### src/rtl/d_branch_unit.sv
// d_branch_unit
//   Decode-stage branch resolution. Evaluates beq/bne and the sign/zero
//   branches on forwarded operands, trains a table of 2-bit saturating
//   predictors that fetch reads, flags mispredicts against the prediction
//   carried down from fetch, and keeps saturating branch/mispredict counters.
//
// Ports
//   clk           rising-edge clock
//   reset         asynchronous active-low reset
//   f_pc          fetch PC used for predictor lookup
//   f_pred_taken  prediction for f_pc (MSB of the indexed counter)
//   d_valid       D-stage instruction valid
//   d_stall       D-stage stalled; nothing resolves while high
//   d_pc          PC of the D-stage instruction (selects predictor entry)
//   d_cmpop       compare mode (0 none,1 beq,2 bne,3 blez,4 bgtz,5 bltz,6 bgez,7 none)
//   d_rs, d_rt    forwarded operands
//   d_pred_taken  prediction the instruction carried from fetch
//   jump_b        branch taken (combinational)
//   mispredict    resolved outcome differs from d_pred_taken (combinational)
//   stat_clr      synchronous clear of the statistics counters
//   br_cnt        saturating count of resolved branches
//   miss_cnt      saturating count of mispredicts
module d_branch_unit #(
  parameter int unsigned DATA_W     = 32,
  parameter int unsigned PHT_DEPTH  = 64,
  parameter int unsigned CNT_W      = 16,
  parameter logic [1:0]  INIT_STATE = 2'b01
) (
  input  logic              clk,
  input  logic              reset,
  input  logic [31:0]       f_pc,
  output logic              f_pred_taken,
  input  logic              d_valid,
  input  logic              d_stall,
  input  logic [31:0]       d_pc,
  input  logic [2:0]        d_cmpop,
  input  logic [DATA_W-1:0] d_rs,
  input  logic [DATA_W-1:0] d_rt,
  input  logic              d_pred_taken,
  output logic              jump_b,
  output logic              mispredict,
  input  logic              stat_clr,
  output logic [CNT_W-1:0]  br_cnt,
  output logic [CNT_W-1:0]  miss_cnt
);

  localparam int unsigned IDX_W = $clog2(PHT_DEPTH);

  logic [1:0]       r_pht [PHT_DEPTH];
  logic [CNT_W-1:0] r_br_cnt;
  logic [CNT_W-1:0] r_miss_cnt;

  logic [IDX_W-1:0] w_f_idx;
  logic [IDX_W-1:0] w_d_idx;
  logic             w_go;
  logic             w_is_br;
  logic             w_cond;
  logic             w_taken;
  logic             w_res;
  logic             w_miss;
  logic             w_rs_neg;
  logic             w_rs_zero;
  logic             w_eq;
  logic             w_unused;

  // PC word-offset bits and bits above the index do not select an entry.
  assign w_f_idx  = f_pc[IDX_W+1:2];
  assign w_d_idx  = d_pc[IDX_W+1:2];
  assign w_unused = ^{f_pc[31:IDX_W+2], f_pc[1:0], d_pc[31:IDX_W+2], d_pc[1:0]};

  assign w_rs_neg  = d_rs[DATA_W-1];
  assign w_rs_zero = (d_rs == '0);
  assign w_eq      = (d_rs == d_rt);

  always_comb begin
    w_cond  = 1'b0;
    w_is_br = 1'b1;
    case (d_cmpop)
      3'd1:    w_cond = w_eq;
      3'd2:    w_cond = ~w_eq;
      3'd3:    w_cond = w_rs_neg | w_rs_zero;
      3'd4:    w_cond = ~w_rs_neg & ~w_rs_zero;
      3'd5:    w_cond = w_rs_neg;
      3'd6:    w_cond = ~w_rs_neg;
      default: w_is_br = 1'b0;
    endcase
  end

  assign w_go    = d_valid & ~d_stall;
  assign w_taken = w_go & w_cond;
  assign w_res   = w_go & w_is_br;
  assign w_miss  = w_res & (w_taken != d_pred_taken);

  assign jump_b       = w_taken;
  assign mispredict   = w_miss;
  // No bypass: a same-cycle update to this entry shows up next cycle.
  assign f_pred_taken = r_pht[w_f_idx][1];
  assign br_cnt       = r_br_cnt;
  assign miss_cnt     = r_miss_cnt;

  always_ff @(posedge clk or negedge reset) begin
    if (!reset) begin
      for (int unsigned i = 0; i < PHT_DEPTH; i++) begin
        r_pht[i] <= INIT_STATE;
      end
    end else if (w_res) begin
      if (w_taken) begin
        if (r_pht[w_d_idx] != 2'b11) r_pht[w_d_idx] <= r_pht[w_d_idx] + 2'd1;
      end else begin
        if (r_pht[w_d_idx] != 2'b00) r_pht[w_d_idx] <= r_pht[w_d_idx] - 2'd1;
      end
    end
  end

  always_ff @(posedge clk or negedge reset) begin
    if (!reset) begin
      r_br_cnt   <= '0;
      r_miss_cnt <= '0;
    end else if (stat_clr) begin
      r_br_cnt   <= '0;
      r_miss_cnt <= '0;
    end else begin
      if (w_res && (r_br_cnt != '1))    r_br_cnt   <= r_br_cnt + CNT_W'(1);
      if (w_miss && (r_miss_cnt != '1)) r_miss_cnt <= r_miss_cnt + CNT_W'(1);
    end
  end

endmodule

### config.mk
export PLATFORM = sky130hd
export DESIGN_NAME = d_branch_unit
export DESIGN_NICKNAME = d
export VERILOG_FILES = /design/src/rtl/d_branch_unit.sv
export SDC_FILE = /design/constraint.sdc
export NUM_CORES = 1
export LEC_CHECK = 0
export CAP_MARGIN = 20
export CORE_MARGIN = 10
export CORE_UTILIZATION = 30
export DETAILED_ROUTE_END_ITERATION = 12
export REMOVE_ABC_BUFFERS = 1
export SYNTH_ARGS = -nofsm -noshare
export SYNTH_HDL_FRONTEND = slang
export SYNTH_SLANG_ARGS = --single-unit
### constraint.sdc
create_clock -name clk -period 10.27 [get_ports clk]
set_input_delay 3.081 -clock clk [delete_from_list [all_inputs] [get_ports clk]]
set_output_delay 3.081 -clock clk [all_outputs]
set_load 0.1 [all_outputs]
Word-level counts from Yosys, hierarchy flattened
Cells that the tools add are included.
{ "totals": {"out_inout_bits": 35, "ff_bits": 160, "word_cells": 126} }
{ "op_classes": {"order_cmp": 3, "n_mux": 19, "n_eq_ne": 12, "addsub": 4, "bitwise_logic": 12, "reduce_logical": 10} }
{ "op_table": {"columns": ["cell", "count"], "rows": [
  ["128-bit 2-to-1 mux", 3],
  ["128-bit bitwise mux", 2],
  ["16-bit 2-to-1 mux", 4],
  ["16-bit by 1-bit adder with 16-bit output (second input constant)", 2],
  ["32-bit == test", 1],
  ["32-bit zero test", 1],
  ["16-bit != test (second input constant)", 2],
  ["2-bit binary-select mux with 6-bit select", 2],
  ["7-bit >= comparator (second input constant)", 2],
  ["6-bit inverter with 7-bit output", 2],
  ["2-bit demux with 6-bit select", 1],
  ["2-bit 2-to-1 mux", 5],
  ["3-bit == test (second input constant)", 3],
  ["2-bit nonzero test", 4],
  ["7-bit by 1-bit less-than comparator with 1-bit output (second input constant)", 1],
  ["3-bit by 2-bit == test with 1-bit output (second input constant)", 2],
  ["1-bit case mux with 6 select lines", 1],
  ["6-bit OR reduction", 1],
  ["1-bit AND", 5],
  ["1-bit inverter", 4],
  ["3-bit by 1-bit == test with 1-bit output (second input constant)", 1],
  ["1-bit logical AND", 3],
  ["3-bit AND reduction", 1],
  ["2-bit by 1-bit adder with 2-bit output (second input constant)", 1],
  ["other kinds (6)", 6]
]} }

Logic depth before layout (Yosys ltp)
{ "depth": {"word_depth": 10, "mapped_depth": 19, "mapped_depth_nobuf": 13} }

Worst setup path before layout
Ideal clock, no wire load.
{ "synth_timing": {"kind": "input -> output", "start": "input d_rs[12]", "end": "output mispredict", "path_buffers": 2, "path_stages": 10, "setup_slack_ns": 1.372, "arrival_time_ns": 5.817, "path_cell_list": "xor2_1 -> nor4_1 -> nand4_1 -> nor2_1 -> o31a_1 -> nand3_2 -> xor2_1 -> clkbuf_1 -> buf_2 -> nor2_1"} }
{ "synth_between": {"elab_chain_cells": 7, "elab_cells_between_ends": 10} }
{ "synth_rtl": {"columns": ["item", "line", "source"], "rows": [
  ["start: declaration", "37", "input logic [DATA_W-1:0] d_rs,"],
  ["32-bit zero test", "72", "assign w_rs_zero = (d_rs == '0);"],
  ["1-bit inverter", "82", "3'd4: w_cond = ~w_rs_neg & ~w_rs_zero;"],
  ["1-bit AND", "82", null],
  ["1-bit case mux with 6 select lines (*)", "78", "case (d_cmpop)"],
  ["1-bit AND (*)", "90", "assign w_taken = w_go & w_cond;"],
  ["1-bit != test (*)", "92", "assign w_miss = w_res & (w_taken != d_pred_taken);"],
  ["1-bit AND (*)", "92", null],
  ["end: declaration", "41", "output logic mispredict,"]
]} }
Mark *: on every way between the ends. The rest lies on a longest branch, timed or not.

Final worst setup path
{ "layout_timing": {"start": "input f_pc[3]", "end": "output f_pred_taken"} }
{ "layout_between": {"elab_chain_cells": 4} }
{ "layout_rtl": {"columns": ["item", "line", "source"], "rows": [
  ["start: declaration", "31", "input logic [31:0] f_pc,"],
  ["6-bit inverter with 7-bit output (not written as such)", "97", "assign f_pred_taken = r_pht[w_f_idx][1];"],
  ["2-bit binary-select mux with 6-bit select", "97", null],
  ["2-bit 2-to-1 mux (not written as such) (2 in series)", "97", null],
  ["end: declaration", "32", "output logic f_pred_taken,"]
]} }
No other way between the ends. The select of a mux whose other input is x is not followed.

==> flow_metrics.py <==
metrics = {
    "floorplan": {
        "start_util": 0.303,
        "die-height_um": 196,
        "io_pins": 172,
        "placementRows": 64,
        "die_area_um2": 38300,
        "coreArea_um2": 30500,
        "die_x_um": 196,
    },
    "finish": {
        "syn_to_final_growth_pct": 22.4,
        "layout_commonest_cell": "clkdlybuf4s50_1",
        "final_area_um2": 11300,
        "drive_above_1_share": 0.330,
        "final_core_util": 0.371,
        "nets": 1009,
        "layout_common_cells": "clkdlybuf4s50_1 (115), mux2_2 (100), dfrtp_1 (96), dfstp_2 (64), xor2_1 (40)",
        "antenna_cells": 0,
        "fillCellCount": 2928,
    },
    "power": {
        "p_total_uw": 1630,
        "ir_drop_uv": 77.5,
        "power.density_nw_per_um2": 143,
        "power_leakage_uw": 0.00435,
    },
    "routing": {
        "routedWlPerCell_um": 20.9,
        "vias": 6958,
        "drtIter0Drc": 478,
        "viasPerCell": 5.45,
        "ant_nets": 0,
        "drtPass1Iterations": 5,
        "wl_um": 26600,
        "drc_errors": 0,
    },
    "timing": {
        "hold_violations": 0,
        "grt_setup_unrepaired": "false",
        "slew_headroom": 0.299,
        "clock_skew_ns": 0.0207,
        "finalSetupViolCount": 0,
        "slew_viol_final": 0,
        "fin_crit_ns": 8.88,
        "fmax_mhz": 113,
        "fin_crit_sh": 0.864,
        "worst_pin_slew_ns": 1.05,
    },
    "yosys": {
        "async_flop_share": 1.00,
        "ys_warn_count": 0,
        "synthDistinctLibCells": 54,
        "synth_edf_count": 0,
        "synthFlopType": "dfrtp_1",
        "netlist_instances": 783,
        "ys_seq_area_frac": 0.441,
        "synth_area_um2": 9260,
        "synth-seq-cells": 160,
        "avgSynthCellArea_um2": 11.8,
    },
    "worst_setup_path": {
        "critPathKind": "primary input to output port",
        "startpoint_type": "primary input",
        "cp_data_required_time_ns": 7.19,
        "r2r_setup_slack_ns": 6.57,
        "crit_path_end_kind": "output port",
        "critPathArrivalTime_ns": 5.80,
        "path_max_fanout": 16,
    },
    "clock_network": {
        "cts_buffers": 17,
        "worstSkewPairLatency_ns": 0.44,
        "cts_tree": "done",
        "cts.path.max_buffers": 2,
        "htree_levels": 4,
        "cts_hold_buf": 0,
        "cts_resized": 0,
        "root_buffer": "clkbuf_16",
        "clkSlewWorstSetupHoldPaths_ns": 0.07,
        "clock-sinks": 160,
        "post_cts_buffers": 0,
    },
    "global_route": {
        "grt.overflow.total": 0,
        "grt_pass1_wl_um": 42000,
        "grt_max_degree": 98,
        "grt_usage": 0.137,
        "antenna_found_initial": 0,
        "grt_pass1_vias": 7141,
    },
    "status": {
        "status": "completed",
    },
    "placement": {
        "io_buffers": 119,
        "gp_congestion": 0.832,
        "dpl_cell_area_um2": 10800,
        "dp_hpwl_um": 18100,
    },
    "flow_run": {
        "cap_violations": 0,
    },
    "min_path": {
        "hp-class": "register to register",
    },
}
[worst max-delay path: stages]
cell and delay [ns]:
clkdlybuf4s50_1 1.04, mux4_2 0.43, mux4_2 0.49, mux4_2 0.49, buf_4 0.25
[final timing paths]
| path | startpoint | endpoint | cells after the start |
|---|---|---|---|
| setup / recovery | f_pc[3] | f_pred_taken | 5 |
| hold / removal | r_pht[89] | r_pht[89] | 1 |
| setup reg to reg | r_pht[83] | r_pht[15] | 11 |
| hold reg to reg | r_pht[89] | r_pht[89] | 1 |
| max in group asynchronous | reset | r_pht[21] | 2 |
| min in group asynchronous | reset | br_cnt[8] | 1 |
[power by group]
part | switching (uW) | internal [uW] | leakage (uW)
sequential | 32.7 | 688 | 0.00199
combinational | 162 | 108 | 0.00208
clock | 282 | 353 | 0.000282
[metal layers]
layer	vias to the layer above	global-route usage	wire, um
li1	3215	-	-
met1	3570	0.170	11300
met2	142	0.241	14000
met3	31	0.0201	950
met4	0	0.0416	442
met5	-	0	0
[Yosys cell counts (11+ instances only)]
cell type  number  area (um^2)
mux2_1         32          360
o21ai_0        12         60.1
dfstp_2        64         1680
or4_1          14          105
nand3_1        11         55.1
nor4_1         34          213
or3_1          11         68.8
a22oi_1        26          195
mux4_2         21          473
xor2_1         41          359
o22ai_1        33          206
dfrtp_1        96         2400
mux2_2        100         1130
nand2_1        23         86.3
a21oi_1        18         90.1
clkbuf_1       43          161
nor4_2         39          488
nand4_1        22          138
nor2_1         31          116
[logic make-up after synthesis]
| kind of cell | synth area share |
|---|---|
| flops | 0.441 |
| fa+ha+maj | 0.00541 |
| mux | 0.218 |
| xor+xnor | 0.0416 |
| simple gates | 0.182 |
| compound gates | 0.0795 |
| buf+inv | 0.0330 |
[layout make-up]
type,count,area [um^2],area share
tap,396,495,0.0437
sequential,160,4080,0.360
clock inverter,12,121,0.0107
clock buffer,20,457,0.0403
inverter,4,15.0,0.00133
multi-input combinational,554,4880,0.431
timing repair buffer,131,1270,0.113
[per-stage QoR]
step / worst slack (ns) / setup TNS (ns) / cells / hold slack [ns]
after floorplan: -0.135 / -0.212 / 718 / 0.482
after CTS: 1.40 / 0 / 1277 / 0.524
after global routing: 1.35 / 0 / 1277 / 0.547
after global placement: 1.41 / 0 / 1245 / 0.500
after detailed placement: 1.39 / 0 / 1245 / 0.512
final: 1.39 / 0 / 1277 / 0.517
Power figures use the tool's default switching activity.
